==> config.mk <==
export PLATFORM = sky130hd
export DESIGN_NAME = mvu_csr_apb_initiator
export DESIGN_NICKNAME = d
export VERILOG_FILES = /design/src/rtl/mvu_csr_apb_initiator.sv
export SDC_FILE = /design/constraint.sdc
export NUM_CORES = 1
export LEC_CHECK = 0
export BUFFER_PORTS_ARGS = -buffer_cell sky130_fd_sc_hd__buf_2
export CORE_MARGIN = 3
export CORE_UTILIZATION = 48
export DETAILED_ROUTE_END_ITERATION = 10
export HOLD_SLACK_MARGIN = 0.05
export PLACE_DENSITY = 0.8
export SLEW_MARGIN = 25
export SYNTH_ARGS = -nofsm -noshare
export SYNTH_HDL_FRONTEND = slang
export SYNTH_SLANG_ARGS = --single-unit
==> constraint.sdc <==
create_clock -name clk -period 3 [get_ports clk]
set_clock_uncertainty 0.15 [all_clocks]
set_input_delay 0.9 -clock clk [delete_from_list [all_inputs] [get_ports clk]]
set_output_delay 0.9 -clock clk [all_outputs]
set_load 0.02 [all_outputs]
==> src/rtl/mvu_csr_apb_initiator.sv <==
// APB requester for MVU CSR accesses: decodes the CSR window, runs one two-phase
// APB transfer at a time and returns read data plus a 2-bit status code.
module mvu_csr_apb_initiator #(
    parameter int unsigned NMVU           = 8,
    parameter int unsigned APB_ADDR_WIDTH = 15,
    parameter int unsigned APB_DATA_WIDTH = 32,
    parameter logic [11:0] CSR_LO         = 12'hF20,
    parameter logic [11:0] CSR_HI         = 12'hF5C,
    parameter int unsigned TIMEOUT_CYCLES = 256,
    localparam int unsigned BMVUA          = (NMVU > 1) ? $clog2(NMVU) : 1,
    localparam int unsigned APB_STRB_WIDTH = APB_DATA_WIDTH / 8
) (
    input  logic                      clk,
    input  logic                      rst_n,
    input  logic                      req_valid,
    output logic                      req_ready,
    input  logic                      req_write,
    input  logic [BMVUA-1:0]          req_mvu,
    input  logic [11:0]               req_csr,
    input  logic [APB_DATA_WIDTH-1:0] req_wdata,
    output logic                      rsp_valid,
    input  logic                      rsp_ready,
    output logic [APB_DATA_WIDTH-1:0] rsp_rdata,
    output logic [1:0]                rsp_code,
    output logic [APB_ADDR_WIDTH-1:0] paddr,
    output logic                      psel,
    output logic                      penable,
    output logic                      pwrite,
    output logic [APB_DATA_WIDTH-1:0] pwdata,
    output logic [APB_STRB_WIDTH-1:0] pstrb,
    output logic [2:0]                pprot,
    input  logic [APB_DATA_WIDTH-1:0] prdata,
    input  logic                      pready,
    input  logic                      pslverr
);

    localparam int unsigned TCW     = (TIMEOUT_CYCLES > 1) ? $clog2(TIMEOUT_CYCLES) : 1;
    localparam int unsigned TO_LAST = (TIMEOUT_CYCLES == 0) ? 0 : TIMEOUT_CYCLES - 1;

    localparam logic [1:0] RSP_OK      = 2'b00;
    localparam logic [1:0] RSP_SLVERR  = 2'b01;
    localparam logic [1:0] RSP_DECERR  = 2'b10;
    localparam logic [1:0] RSP_TIMEOUT = 2'b11;

    typedef enum logic [1:0] {IDLE, SETUP, ACCESS, RESP} state_t;

    state_t                    state, state_nxt;
    logic                      req_ready_nxt, rsp_valid_nxt;
    logic                      psel_nxt, penable_nxt, pwrite_nxt;
    logic [APB_ADDR_WIDTH-1:0] paddr_nxt;
    logic [APB_DATA_WIDTH-1:0] pwdata_nxt, rsp_rdata_nxt;
    logic [APB_STRB_WIDTH-1:0] pstrb_nxt;
    logic [1:0]                rsp_code_nxt;
    logic [TCW-1:0]            tmo_cnt, tmo_cnt_nxt;
    logic                      csr_legal_c;

    assign pprot       = 3'b000;
    assign csr_legal_c = (req_csr >= CSR_LO) && (req_csr <= CSR_HI);

    // State and every output are registered; next values come from the block below.
    always_ff @(posedge clk or negedge rst_n) begin
        if (!rst_n) begin
            state     <= IDLE;
            req_ready <= 1'b1;
            psel      <= 1'b0;
            penable   <= 1'b0;
            pwrite    <= 1'b0;
            paddr     <= '0;
            pwdata    <= '0;
            pstrb     <= '0;
            rsp_valid <= 1'b0;
            rsp_rdata <= '0;
            rsp_code  <= '0;
            tmo_cnt   <= '0;
        end else begin
            state     <= state_nxt;
            req_ready <= req_ready_nxt;
            psel      <= psel_nxt;
            penable   <= penable_nxt;
            pwrite    <= pwrite_nxt;
            paddr     <= paddr_nxt;
            pwdata    <= pwdata_nxt;
            pstrb     <= pstrb_nxt;
            rsp_valid <= rsp_valid_nxt;
            rsp_rdata <= rsp_rdata_nxt;
            rsp_code  <= rsp_code_nxt;
            tmo_cnt   <= tmo_cnt_nxt;
        end
    end

    always_comb begin
        state_nxt     = state;
        req_ready_nxt = req_ready;
        psel_nxt      = psel;
        penable_nxt   = penable;
        pwrite_nxt    = pwrite;
        paddr_nxt     = paddr;
        pwdata_nxt    = pwdata;
        pstrb_nxt     = pstrb;
        rsp_valid_nxt = rsp_valid;
        rsp_rdata_nxt = rsp_rdata;
        rsp_code_nxt  = rsp_code;
        tmo_cnt_nxt   = tmo_cnt;

        unique case (state)
            IDLE: begin
                if (req_valid) begin
                    req_ready_nxt = 1'b0;
                    if (csr_legal_c) begin
                        state_nxt  = SETUP;
                        psel_nxt   = 1'b1;
                        paddr_nxt  = APB_ADDR_WIDTH'({req_mvu, req_csr});
                        pwrite_nxt = req_write;
                        pwdata_nxt = req_wdata;
                        pstrb_nxt  = {APB_STRB_WIDTH{req_write}};
                    end else begin
                        // Out-of-window CSR: answer immediately, never touch the bus.
                        state_nxt     = RESP;
                        rsp_valid_nxt = 1'b1;
                        rsp_code_nxt  = RSP_DECERR;
                        rsp_rdata_nxt = '0;
                    end
                end
            end
            SETUP: begin
                state_nxt   = ACCESS;
                penable_nxt = 1'b1;
                tmo_cnt_nxt = '0;
            end
            ACCESS: begin
                // pready wins over a timeout landing in the same cycle.
                if (pready) begin
                    state_nxt     = RESP;
                    psel_nxt      = 1'b0;
                    penable_nxt   = 1'b0;
                    rsp_valid_nxt = 1'b1;
                    rsp_code_nxt  = pslverr ? RSP_SLVERR : RSP_OK;
                    rsp_rdata_nxt = (!pwrite && !pslverr) ? prdata : '0;
                end else if ((TIMEOUT_CYCLES != 0) && (tmo_cnt == TCW'(TO_LAST))) begin
                    state_nxt     = RESP;
                    psel_nxt      = 1'b0;
                    penable_nxt   = 1'b0;
                    rsp_valid_nxt = 1'b1;
                    rsp_code_nxt  = RSP_TIMEOUT;
                    rsp_rdata_nxt = '0;
                end else begin
                    tmo_cnt_nxt = TCW'(tmo_cnt + 1'b1);
                end
            end
            RESP: begin
                if (rsp_ready) begin
                    state_nxt     = IDLE;
                    rsp_valid_nxt = 1'b0;
                    req_ready_nxt = 1'b1;
                end
            end
            default: state_nxt = IDLE;
        endcase
    end

endmodule

=== Word-level counts from Yosys, hierarchy flattened ===
Index checks and enable logic that the tools add are counted.
W data, S select, Z words.

* Add/subtract/negate cells: 1
* $mul: 0
* Divide/modulo/power cells: 0
* Magnitude comparators: 2
* Equality and inequality tests: 11
* Shifts and indexed selects: 0
* Multiplexer cells: 35
* Bitwise gates (word level): 0
* Reduce and logical (&&, ||, !) cells: 17

{| class="wikitable"
|+ Operators with widths
! kind !! count
|-
| $mux W32 || 5
|-
| $pmux W32 S2 || 1
|-
| $mux W2 || 8
|-
| $mux W8 || 2
|-
| $pmux W8 S2 || 1
|-
| $ge A12 B12 Y1 const B || 1
|-
| $le A12 B12 Y1 const B || 1
|-
| $mux W1 || 12
|-
| $ne A2 B2 Y1 const B || 6
|-
| $reduce_and A3 Y1 || 4
|-
| $add A8 B1 Y8 const B || 1
|-
| $eq A8 B8 Y1 const B || 1
|-
| $pmux W2 S4 || 1
|-
| $reduce_and A4 Y1 || 2
|-
| $pmux W1 S2 || 3
|-
| $reduce_bool A2 Y1 || 3
|-
| $reduce_and A5 Y1 || 1
|-
| $eq A2 B2 Y1 const B || 2
|-
| $pmux W2 S2 || 1
|-
| $ne A3 B3 Y1 const B || 1
|-
| $pmux W1 S3 || 1
|-
| $reduce_bool A3 Y1 || 1
|-
| $eq A2 B1 Y1 const B || 1
|-
| $logic_and A1 B1 Y1 || 2
|-
| 3 further kinds || 4
|}

* Bits in registers: 97
* Bits in latches: 0
* RAM bits: 0
* Memory bits (read-only): 0
* Bits of input ports: 86
* Output and inout port bits: 93
* Memories: 0

=== Depth between registers and ports, before layout ===
Gate-level depths: netlist (run 1).

* Depth after elaboration: 5
* Gate-level depth with buffers: 9
* Depth with buffers taken out: 7

=== Worst setup path after synthesis (run 1) ===
No wires, ideal clock.

* Path type: input-to-reg
* From: input req_csr[9]
* To: register paddr[12]
* Library setup time: 125 ps
* Arrival time: 2280 ps
* Setup slack: 446 ps
* Stages: 6
* Path through: nand4_1 -> or2_2 -> nor3_1 -> buf_4 -> buf_2 -> mux2_2

* Longest elaborated chain between the ends: 3
* Elaborated cells between the ends (all ways): 4
* Classes of those cells: order compare (2); reduce/logical (2)

{| class="wikitable"
|+ RTL lines
! item !! RTL line !! RTL
|-
| start: declaration || 19 || <nowiki>input logic [11:0] req_csr,</nowiki>
|-
| $ge A12 B12 Y1 or $le A12 B12 Y1 (tied branches) || 58 || <nowiki>assign csr_legal_c = (req_csr >= CSR_LO) && (req_csr <= CSR_HI);</nowiki>
|-
| $logic_and A1 B1 Y1 * || 58 ||
|-
| $reduce_and A3 Y1 (no line) * || n/a ||
|-
| end signal: assignment || 81 || <nowiki>paddr <= paddr_nxt;</nowiki>
|-
| end: declaration || 25 || <nowiki>output logic [APB_ADDR_WIDTH-1:0] paddr,</nowiki>
|}

Every way passes the cells marked *; elsewhere a longest branch is shown, timed or not.
A chain may end at the register's enable or synchronous reset.

=== Worst setup path in the final report (run 1) ===
* From: register state[0]
* To: register rsp_rdata[23]

* Longest elaborated chain between the ends: 3
* Elaborated cells between the ends (all ways): 8
* Classes of those cells: eq/ne (4); mux (1); reduce/logical (3)

{| class="wikitable"
|+ RTL lines
! item !! RTL line !! RTL
|-
| start: declaration || 47 || <nowiki>state_t state, state_nxt;</nowiki>
|-
| start signal: assignment || 76 || <nowiki>state <= state_nxt;</nowiki>
|-
| $eq A2 B2 Y1 or $logic_not A2 Y1 (tied branches) || 105 || <nowiki>unique case (state)</nowiki>
|-
| $ne A3 B3 Y1 (no line), or another cell as far along || n/a ||
|-
| $reduce_and A4 Y1 (no line) || n/a ||
|-
| end signal: assignment || 85 || <nowiki>rsp_rdata <= rsp_rdata_nxt;</nowiki>
|-
| end: declaration || 23 || <nowiki>output logic [APB_DATA_WIDTH-1:0] rsp_rdata,</nowiki>
|}

Parallel ways exist; a longest one is shown, timed or not.

==> results of run 1 <==
metrics by stage:
stage                     cells  total power [uW]  hold slack (ps)
after global placement      622              3370              300
after detailed placement    622              3430              306
after CTS                   637              4210              317
after global routing        637              4430              326
final                       637              4170              323
after floorplan             356              2990              347
power groups by stage:
stage	combinational [uW]	clock (uW)	sequential [uW]
4_1_cts	1700	808	1710
5_1_grt	1830	862	1740
3_5_place_dp	1700	0	1730
2_1_floorplan	997	0	2000
3_3_place_gp	1660	0	1710
6_report	1680	788	1700
logic make-up after synthesis:
group	synth area share (%)
DFF	56.5
muxes	20.3
and+or+nand+nor	8.35
buffers and inverters	7.79
AOI/OAI and AO/OA	5.15
adders and majority gates	1.18
xor gates and xnor gates	0.618
other	0.0881
cell type report:
cell class                 count  area [um^2]  share of cell area (%)
tap                          105          131                    2.44
timing repair buffer         182          956                    17.8
sequential                    96         2400                    44.7
clock inverter                 5         41.3                   0.767
clock buffer                  10          138                    2.56
multi-input combinational    196         1550                    28.8
inverter                      43          161                    3.00
layer usage:
layer / part of all wire, % / global-route usage (%)
met2: 48 / 32.1
met3: 9.6 / 5.70
met4: 1.3 / 7.25
met1: 41 / 24.8
met5: 0 / 0
flip-flops by register name (all words and copies together) (netlist names):
signal	count
req_ready	1
rsp_valid	1
paddr	15
penable	1
state	2
rsp_rdata	32
pwdata	32
pstrb	1
psel	1
tmo_cnt	8
rsp_code	2
worst max path at each step:
stage	start	to	slack, ps	cells past startpoint
floorplan	req_csr[9]	paddr[12]$_DFFE_PN0P_	450	6
global placement	req_csr[6]	rsp_rdata[31]$_DFFE_PN0P_	360	7
detailed placement	req_csr[6]	rsp_rdata[23]$_DFFE_PN0P_	290	7
CTS	state[0]$_DFFE_PN0P_	rsp_rdata[23]$_DFFE_PN0P_	590	7
global route	state[0]$_DFFE_PN0P_	rsp_rdata[23]$_DFFE_PN0P_	420	7
finish	state[0]$_DFFE_PN0P_	rsp_rdata[23]$_DFFE_PN0P_	610	7
cell usage in the layout, fill, tap and decap left out, drive strengths merged, types with 9 or more instances in the layout:
| master | n |
|---|---|
| o21ai | 9 |
| buf | 182 |
| dfrtp | 95 |
| mux2 | 44 |
| inv | 44 |
| clkbuf | 10 |
| nor2 | 12 |
| nand2 | 39 |
| mux2i | 37 |
==> summary.md, run 1 <==
| Metric | Value |
|---|---|
| CP arrival | `2510 ps` |
| Core ar. | `8420 um^2` |
| RSZ-0062 raised after global routing | `false` |
| Synth Register Bits | `96` |
| Crit path time final | `2390 ps` |
| Sw Share | `38.9%` |
| Vias in the first global route | `3341` |
| DR DRC count | `0` |
| R2r worst-path depth | `7` |
| Ant. Diodes | `0` |
| Worst Slack Setup Final | `605 ps` |
| Most used standard cell by instance count after synthesis | `dfrtp_1` |
| Clock Latency Late Sink | `350 ps` |
| # resized after CTS | `0` |
| Leakage | `0.00294 uW` |
| Initial core utilization | `50.5%` |
| Clock share of power | `18.9%` |
| # IOs | `179` |
| Area Overhead vs Synth | `26.4%` |
| Routability cong. | `0.805` |
| Nets | `618` |
| CP Buf/Inv Count | `3` |
| Final setup violation count | `0` |
| R2r setup slk | `610 ps` |
| Mapped Cells | `354` |
| WL/cell | `15.2 um` |
| Worst Hold Class | `input pin to async pin` |
| Dpl ws | `288 ps` |
| GRT Total Usage | `19.6%` |
| DR pass1 iterations | `5` |
| Final wirelength | `9.67 mm` |
| Post-CTS Hold Fix Bufs | `0` |
| Buffers on Ports | `175` |
| CTS tree | `built` |
| Final Hold Fails | `0` |
| Post-synth EDFFs | `0` |
| Vias | `3197` |
| Clock buffer depth | `2` |
| Startpoint Class | `register` |
| Clock transition at the registers of the reported paths | `90 ps` |
| Vias per inst | `5.02` |
| Critical Path Most Common Cell | `inv_1` |
| Critical path class | `register to register` |
| Share of the synthesized area in the top cell type | `55.9%` |
| Async set-or-reset flop fraction in the synthesized netlist | `100%` |
| Grt ovf | `0` |
| Cell Area, Synth | `4260 um^2` |
| TritonCTS Buffers | `9` |
| Max-Cap Viols | `0` |
| Status | `completed` |
| CP cell instances | `inv_1 -> ha_1 -> inv_1 -> o22ai_2 -> a211oi_4 -> buf_12 -> mux2i_1` |
| Reg2Reg Capture Point | `rsp_rdata[23]$_DFFE_PN0P_` |
| Crit Path Max Fanout | `33` |
| Synth top area cells | `dfrtp_1 56%, mux2_2 11%, mux2i_1 8.7%, inv_1 3.7%, nand2_1 3.4%` |
| Layout cells sized above 1 | `47.4%` |
| Mean Syn Cell Area | `12.0 um^2` |
| RR Startpoint | `state[0]$_DFFE_PN0P_` |
| DPL Wire Length | `7.30 mm` |
| Combinational power share | `40.3%` |
| Fin Setup TNS | `0 ps` |
| Reg power frac | `40.8%` |
| Pins Over Slew Limit | `0` |
| DIE WIDTH | `100 um` |
| Cell Rows | `33` |
| Peak supply drop | `0.408 mV` |
| Net switching power | `1620 uW` |
| Synth cell types | `43` |
| CP max stage cell | `dfrtp_1` |
| Root Buffer | `clkbuf_8` |
| Largest net degree at the start of global routing | `45` |
| Initial antenna violation count | `0` |
| Die Ht | `100 um` |
| Worst EP required | `3110 ps` |
| Detailed Route Iter0 Violations | `88` |
| H-tree depth | `3` |
| Die Area | `10000 um^2` |
| Period utilisation layout | `79.8%` |
| Post-Place Cell Area | `5200 um^2` |
| Delay-heaviest family, CP | `buffers and inverters` |
| List of most frequent post-synthesis cells | `95 x dfrtp_1, 43 x mux2_2, 42 x inv_1` |
| P_int | `2550 uW` |
| Util after Layout | `63.9%` |
| Final antenna-violating net count | `0` |
| Critical path endpoint category | `register` |
| Fillers | `682` |
| Primary FF master, synth | `dfrtp_1` |
| First-pass GRT wire length | `15.8 mm` |
| Setup Buffers After CTS | `0` |
| Cell taking the most area after synthesis | `dfrtp_1` |
| Finished Cell Area | `5380 um^2` |
| CTS sink cnt | `96` |
| Fmax | `0.418 GHz` |
| Sequential-to-total area share from yosys stat | `56.5%` |
| CP max stage delay | `390 ps` |
| Pwr Density | `775 nW/um^2` |
| Synth warnings | `0` |
(Power assumes the default switching activity.)
==> inputs of run 2 (changes only) <==
- clock period: 3 -> 2.35 ns (I/O delays scaled with it)
==> run 2 against run 1 <==
Routed wire length increased by 2.7%. Largest cell class unchanged. Register-to-register slack got worse by 450 ps. Via count decreased by 0.16%. Sequential cell count unchanged.
==> summary.md, run 2 (synthesized netlist as in run 1, its figures left out) <==
| Metric | Value |
|---|---|
| Leading cell types in the layout, fill and taps excluded | `174 x buf_2, 95 x dfrtp_1, 43 x mux2_2` |
| Root Buffer | `clkbuf_8` |
| Final setup violation count | `0 (unchanged)` |
| Final antenna-violating net count | `0 (unchanged)` |
| H-tree depth | `3 (unchanged)` |
| Sequential cell area | `2400 um^2 (unchanged)` |
| DR DRC count | `0 (unchanged)` |
| TritonCTS Buffers | `9 (unchanged)` |
| Fillers | `669 (-1.9%)` |
| Multi-input gate area | `1560 um^2 (+0.40%)` |
| Die Ht | `100 um (unchanged)` |
| Largest net degree at the start of global routing | `42 (-6.7%)` |
| CP arrival | `2280 ps (-230 ps)` |
| Setup Buffers After CTS | `0 (unchanged)` |
| Max-Cap Viols | `0 (unchanged)` |
| Post-CTS Hold Fix Bufs | `0 (unchanged)` |
| Critical path class | `register to register` |
| Vias per inst | `4.96 (-1.2%)` |
| Die Area | `10000 um^2 (unchanged)` |
| Initial antenna violation count | `0 (unchanged)` |
| Most common cell after layout, fill and taps aside | `buf_2` |
| DR pass1 iterations | `4 (-1)` |
| CTS tree | `built` |
| Status | `completed` |
| First-pass GRT wire length | `15.7 mm (-0.70%)` |
| Leakage | `0.00300 uW (+2.0%)` |
| Crit path time final | `2190 ps (-202 ps)` |
| Worst Slack Setup Final | `158 ps (-448 ps)` |
| DPL Wire Length | `7.55 mm (+3.5%)` |
| Pins Over Slew Limit | `0 (unchanged)` |
| WL/cell | `15.4 um (+1.6%)` |
| Dpl ws | `-141 ps (-429 ps)` |
| Crit Path Max Fanout | `35 (+6.1%)` |
| Layout cells sized above 1 | `48.1% (+0.68 points)` |
| Worst Hold Class | `input pin to async pin` |
| # resized after CTS | `0 (unchanged)` |
| Cell Rows | `33 (unchanged)` |
| Final Hold Fails | `0 (unchanged)` |
| Clock Latency Late Sink | `350 ps (about the same)` |
| CTS sink cnt | `96 (unchanged)` |
| Detailed Route Iter0 Violations | `84 (-4.5%)` |
| DIE WIDTH | `100 um (unchanged)` |
| Pwr Density | `1000 nW/um^2 (+29%)` |
| Startpoint Class | `register` |
| GRT Total Usage | `19.8% (+0.18 points)` |
| Routability cong. | `0.795 (-1.3%)` |
| Clock buffer depth | `2 (unchanged)` |
| Top Registers | `pwdata (32), rsp_rdata (32), paddr (15)` |
| Worst EP required | `2440 ps (-670 ps)` |
| Vias | `3192 (-0.16%)` |
| Core ar. | `8420 um^2 (unchanged)` |
| Peak supply drop | `0.557 mV (+37%)` |
| Fmax | `0.456 GHz (+9.2%)` |
| Total power | `5500 uW (+32%)` |
| Buffers on Ports | `175 (unchanged)` |
| Vias in the first global route | `3299 (-1.3%)` |
| Final wirelength | `9.93 mm (+2.7%)` |
| Nets | `624 (+0.97%)` |
| Critical path endpoint category | `register` |
| Initial core utilization | `50.5% (unchanged)` |
| RSZ-0062 raised after global routing | `false` |
| Min Hold Slack | `102 ps (-221 ps)` |
| # IOs | `179 (unchanged)` |
| Ant. Diodes | `0 (unchanged)` |
| Area Overhead vs Synth | `28.9%` |
| Period utilisation layout | `93.3% (+13 points)` |
| Grt ovf | `0 (unchanged)` |
| Clock transition at the registers of the reported paths | `100 ps (about the same)` |
## run 2: routing by layer
metal | global-route usage [%] | wire length, um
met3 | 6.32 | 815
met4 | 7.25 | 201
met5 | 0 | 0
met2 | 32.5 | 4830
met1 | 24.6 | 4080
## run 2: area by class of cell
type	count	share of cell area, %
inverters	43	2.94
well taps	105	2.40
multi-input cells	196	28.4
clock inverters	7	1.41
repair buffers	188	18.8
flip-flops and latches	96	43.8
clock buffers	9	2.26
## run 2: metrics by stage
stage	cells	util (%)	setup TNS (ps)	area (um^2)
3_3_place_gp	627	62.4	-79.4	5260
3_5_place_dp	627	62.4	-5150	5260
4_1_cts	643	64.8	0	5460
5_1_grt	644	65.1	0	5480
6_report	644	65.1	0	5480
2_1_floorplan	356	-	0	4270
## run 2: critical path: stages (launching register included)
cell	delay, ps
dfrtp_1	420
inv_1	90
ha_1	390
nand2_1	190
nor3_4	230
buf_12	250
mux2_2	370
## run 2: report_power, final
part | switching [uW] | total (uW) | internal, uW
registers | 190 | 2170 | 1980
clock network | 636 | 1050 | 418
logic | 1340 | 2270 | 933
total | 2160 | 5500 | 3330
## run 2: final timing paths
| kind | slack, ps | depth (start not counted) | endpoint | startpoint |
|---|---|---|---|---|
| worst max-delay path | 160 | 6 | paddr[6]$_DFFE_PN0P_ | state[0]$_DFFE_PN0P_ |
| worst min-delay path | 100 | 1 | rsp_rdata[29]$_DFFE_PN0P_ | rst_n |
| worst max register to register | 160 | 6 | paddr[6]$_DFFE_PN0P_ | state[0]$_DFFE_PN0P_ |
| worst min register to register | 330 | 1 | paddr[9]$_DFFE_PN0P_ | paddr[9]$_DFFE_PN0P_ |
| max in group asynchronous | 1360 | 2 | req_ready$_DFFE_PN1P_ | rst_n |
| min in group clk | 330 | 1 | paddr[9]$_DFFE_PN0P_ | paddr[9]$_DFFE_PN0P_ |
==> inputs of run 3 (changes only) <==
- ABC_AREA: unset -> 1
- CORE_UTILIZATION: 48 -> 47
- PLACE_DENSITY: 0.8 -> 0.79
==> run 3 against run 2 <==
Routed wire length is 0.70% lower. Worst setup slack better by 260 ps. Sequential share of layout area is 1.8 points higher. Utilization is 2.0 points lower. Synthesized cell count is 32% higher. Non-clock buffer count is 4 lower. Critical path type is now register to output pin.
==> summary.md, run 3 <==
| Metric | Value |
|---|---|
| Status | `completed` |
| Final setup violation count | `0 (unchanged)` |
| Area Overhead vs Synth | `28.9% (about the same)` |
| Share of the synthesized area in the top cell type | `58.2% (+2.3 points)` |
| Fmax | `0.519 GHz (+14%)` |
| Worst EP required | `1490 ps (-950 ps)` |
| Vias | `3587 (+12%)` |
| Top Registers | `pwdata (32), rsp_rdata (32), paddr (15)` |
| Reg power frac | `40.1% (+0.6 points)` |
| List of most frequent post-synthesis cells | `224 x nand2_1, 95 x dfrtp_1, 29 x o21ai_1` |
| Leading cell types in the layout, fill and taps excluded | `224 x nand2_1, 174 x buf_2, 95 x dfrtp_1` |
| Clock buffer depth | `2 (unchanged)` |
| Most used standard cell by instance count after synthesis | `nand2_1` |
| Async set-or-reset flop fraction in the synthesized netlist | `100% (unchanged)` |
| Sw Share | `39.8% (+0.39 points)` |
| Crit Path Max Fanout | `7 (-80%)` |
| Vias per inst | `4.80 (-3.1%)` |
| Synth top area cells | `dfrtp_1 58%, nand2_1 21%, o21ai_1 3.6%, inv_1 1.9%, nand3_1 1.6%` |
| Mean Syn Cell Area | `8.73 um^2 (-27%)` |
| Largest net degree at the start of global routing | `52 (+24%)` |
| R2r setup slk | `420 ps (+260 ps)` |
| Root Buffer | `clkbuf_8` |
| DR pass1 iterations | `4 (unchanged)` |
| Grt ovf | `0 (unchanged)` |
| Initial core utilization | `49.0% (-1.5 points)` |
| Die Area | `9850 um^2 (-1.8%)` |
| # IOs | `179 (unchanged)` |
| DPL Wire Length | `7.41 mm (-1.9%)` |
| CP arrival | `1070 ps (-1210 ps)` |
| Combinational power share | `38.6% (-2.7 points)` |
| Post-synth EDFFs | `0 (unchanged)` |
| TritonCTS Buffers | `9 (unchanged)` |
| Core ar. | `8340 um^2 (-0.98%)` |
| RSZ-0062 raised after global routing | `false` |
| # resized after CTS | `0 (unchanged)` |
| Ant. Diodes | `0 (unchanged)` |
| Worst Hold Class | `input pin to async pin` |
| First-pass GRT wire length | `16.5 mm (+5.0%)` |
| Clock share of power | `21.3% (+2.1 points)` |
| CP Buf/Inv Count | `1 (-1)` |
| Worst Slack Setup Final | `422 ps (+264 ps)` |
| Reg2Reg Capture Point | `tmo_cnt[2]$_DFFE_PN0P_` |
| CTS sink cnt | `96 (unchanged)` |
| Cell Rows | `33 (unchanged)` |
| Startpoint Class | `register` |
| Post-CTS Hold Fix Bufs | `0 (unchanged)` |
| Max-Cap Viols | `0 (unchanged)` |
| Period utilisation layout | `82.1% (-11 points)` |
| H-tree depth | `3 (unchanged)` |
| Most common cell after layout, fill and taps aside | `nand2_1` |
| CTS tree | `built` |
| Detailed Route Iter0 Violations | `137 (+63%)` |
| Clock Latency Late Sink | `350 ps (about the same)` |
| Final Hold Fails | `0 (unchanged)` |
| Fin Setup TNS | `0 ps (unchanged)` |
| Cell Area, Synth | `4090 um^2 (-4.0%)` |
| Peak supply drop | `0.728 mV (+31%)` |
| Primary FF master, synth | `dfrtp_1` |
| Setup Buffers After CTS | `0 (unchanged)` |
| Dpl ws | `256 ps (+397 ps)` |
| R2r worst-path depth | `9 (+3)` |
| Net switching power | `2170 uW (+0.52%)` |
| Synth warnings | `0 (unchanged)` |
| Die Ht | `99.2 um (-0.92%)` |
| GRT Total Usage | `20.6% (+0.75 points)` |
| Routability cong. | `0.798 (+0.35%)` |
| Final antenna-violating net count | `0 (unchanged)` |
| RR Startpoint | `state[0]$_DFFE_PN0P_` |
| Clock transition at the registers of the reported paths | `100 ps (about the same)` |
| Final wirelength | `9.86 mm (-0.70%)` |
| Initial antenna violation count | `0 (unchanged)` |
| Sequential-to-total area share from yosys stat | `58.8% (+2.4 points)` |
| Leakage | `0.00304 uW (+1.2%)` |
| Pins Over Slew Limit | `0 (unchanged)` |
| Layout cells sized above 1 | `34.0% (-14 points)` |
| Pwr Density | `1040 nW/um^2 (+3.6%)` |
| Mapped Cells | `468 (+32%)` |
| Nets | `727 (+17%)` |
| Critical path endpoint category | `output pin` |
| DR DRC count | `0 (unchanged)` |
| DIE WIDTH | `99.2 um (-0.92%)` |
| Synth cell types | `30 (-30%)` |
| CP cell instances | `buf_2` |
| WL/cell | `13.2 um (-14%)` |
| Delay-heaviest family, CP | `flip-flops` |
| Critical path class | `register to output pin` |
| Vias in the first global route | `3530 (+7.0%)` |
| Synth Register Bits | `96 (unchanged)` |
| P_int | `3300 uW (-1.1%)` |
| Cell taking the most area after synthesis | `dfrtp_1` |
| Buffers on Ports | `175 (unchanged)` |
| CP max stage delay | `500 ps (+80 ps)` |
| Crit path time final | `1930 ps (-264 ps)` |
| CP max stage cell | `dfrtp_1` |
==> run 3: changes by cell type in the layout (fill, tap and decap cells not counted), sizes merged, moves of 3 or more <==
cell,delta
buf,-3
nand2,+187
inv,-22
o21ai,+36
mux2i,-37
mux2,-44
nand4,-3
nand3,+11
==> run 3: worst max path at each step <==
stage	start	end	slack [ps]	depth (start not counted)
floorplan	req_csr[11]	rsp_rdata[17]$_DFFE_PN0P_	480	6
detailed placement	req_csr[4]	paddr[6]$_DFFE_PN0P_	260	7
global route	state[0]$_DFFE_PN0P_	tmo_cnt[5]$_DFFE_PN0P_	280	8
global placement	req_csr[4]	pwdata[15]$_DFFE_PN0P_	310	9
finish	pstrb[0]$_DFFE_PN0P_	pstrb[3]	420	1
CTS	pstrb[0]$_DFFE_PN0P_	pstrb[3]	390	1
==> run 3: routing by layer <==
layer	track usage, %	part of all wire, %	vias up
met1	27.5	44	1658
met3	4.14	5.9	22
met4	8.19	2.4	0
met2	33.1	48	115
met5	0	0	-
li1	-	-	1792
==> run 3: final cells by class <==
type                    count  area (um^2)
inverters                  23         87.6
repair buffers            184          996
clock inverters             6         91.3
multi-input cells         323         1430
fillers                   724         3070
well taps                 105          131
clock buffers              10          128
flip-flops and latches     96         2400
==> run 3: cells by family (layout without fill, tap and decap cells) <==
family | after synthesis | count (layout) | share of synthesized area, %
other | 1 | 3 | 0.0918
AOI/OAI and AO/OA | 53 | 53 | 7.08
xor gates and xnor gates | 1 | 1 | 0.214
buffers and inverters | 51 | 223 | 6.49
DFF | 96 | 96 | 58.8
adders and majority gates | 4 | 4 | 1.23
and+or+nand+nor | 262 | 262 | 26.1
==> run 3: worst register-to-register path, delay by kind of cell, from the launching register on <==
family / cells / cell delay (ps)
simple gates: 2 / 380
fa+ha+maj: 1 / 340
buf+inv: 4 / 370
compound gates: 2 / 200
flops: 1 / 390
==> run 3: power by group through the flow <==
stage          logic (uW)  registers, uW  clock network, uW
2_1_floorplan        1120           2590                  0
3_3_place_gp         2060           2210                  0
3_5_place_dp         2120           2220                  0
4_1_cts              2130           2200               1200
5_1_grt              2340           2240               1270
6_report             2110           2190               1170
==> run 3: through the flow <==
stage                     instance area [um^2]  util [%]  cells  hold WS, ps  total power [uW]
final                                     5270      63.2    747          103              5470
after detailed placement                  5050      60.5    731          308              4350
after global placement                    5050      60.5    731          299              4280
after CTS                                 5270      63.2    747         99.4              5530
after global routing                      5270      63.2    747          109              5860
after floorplan                           4090         -    470          259              3720
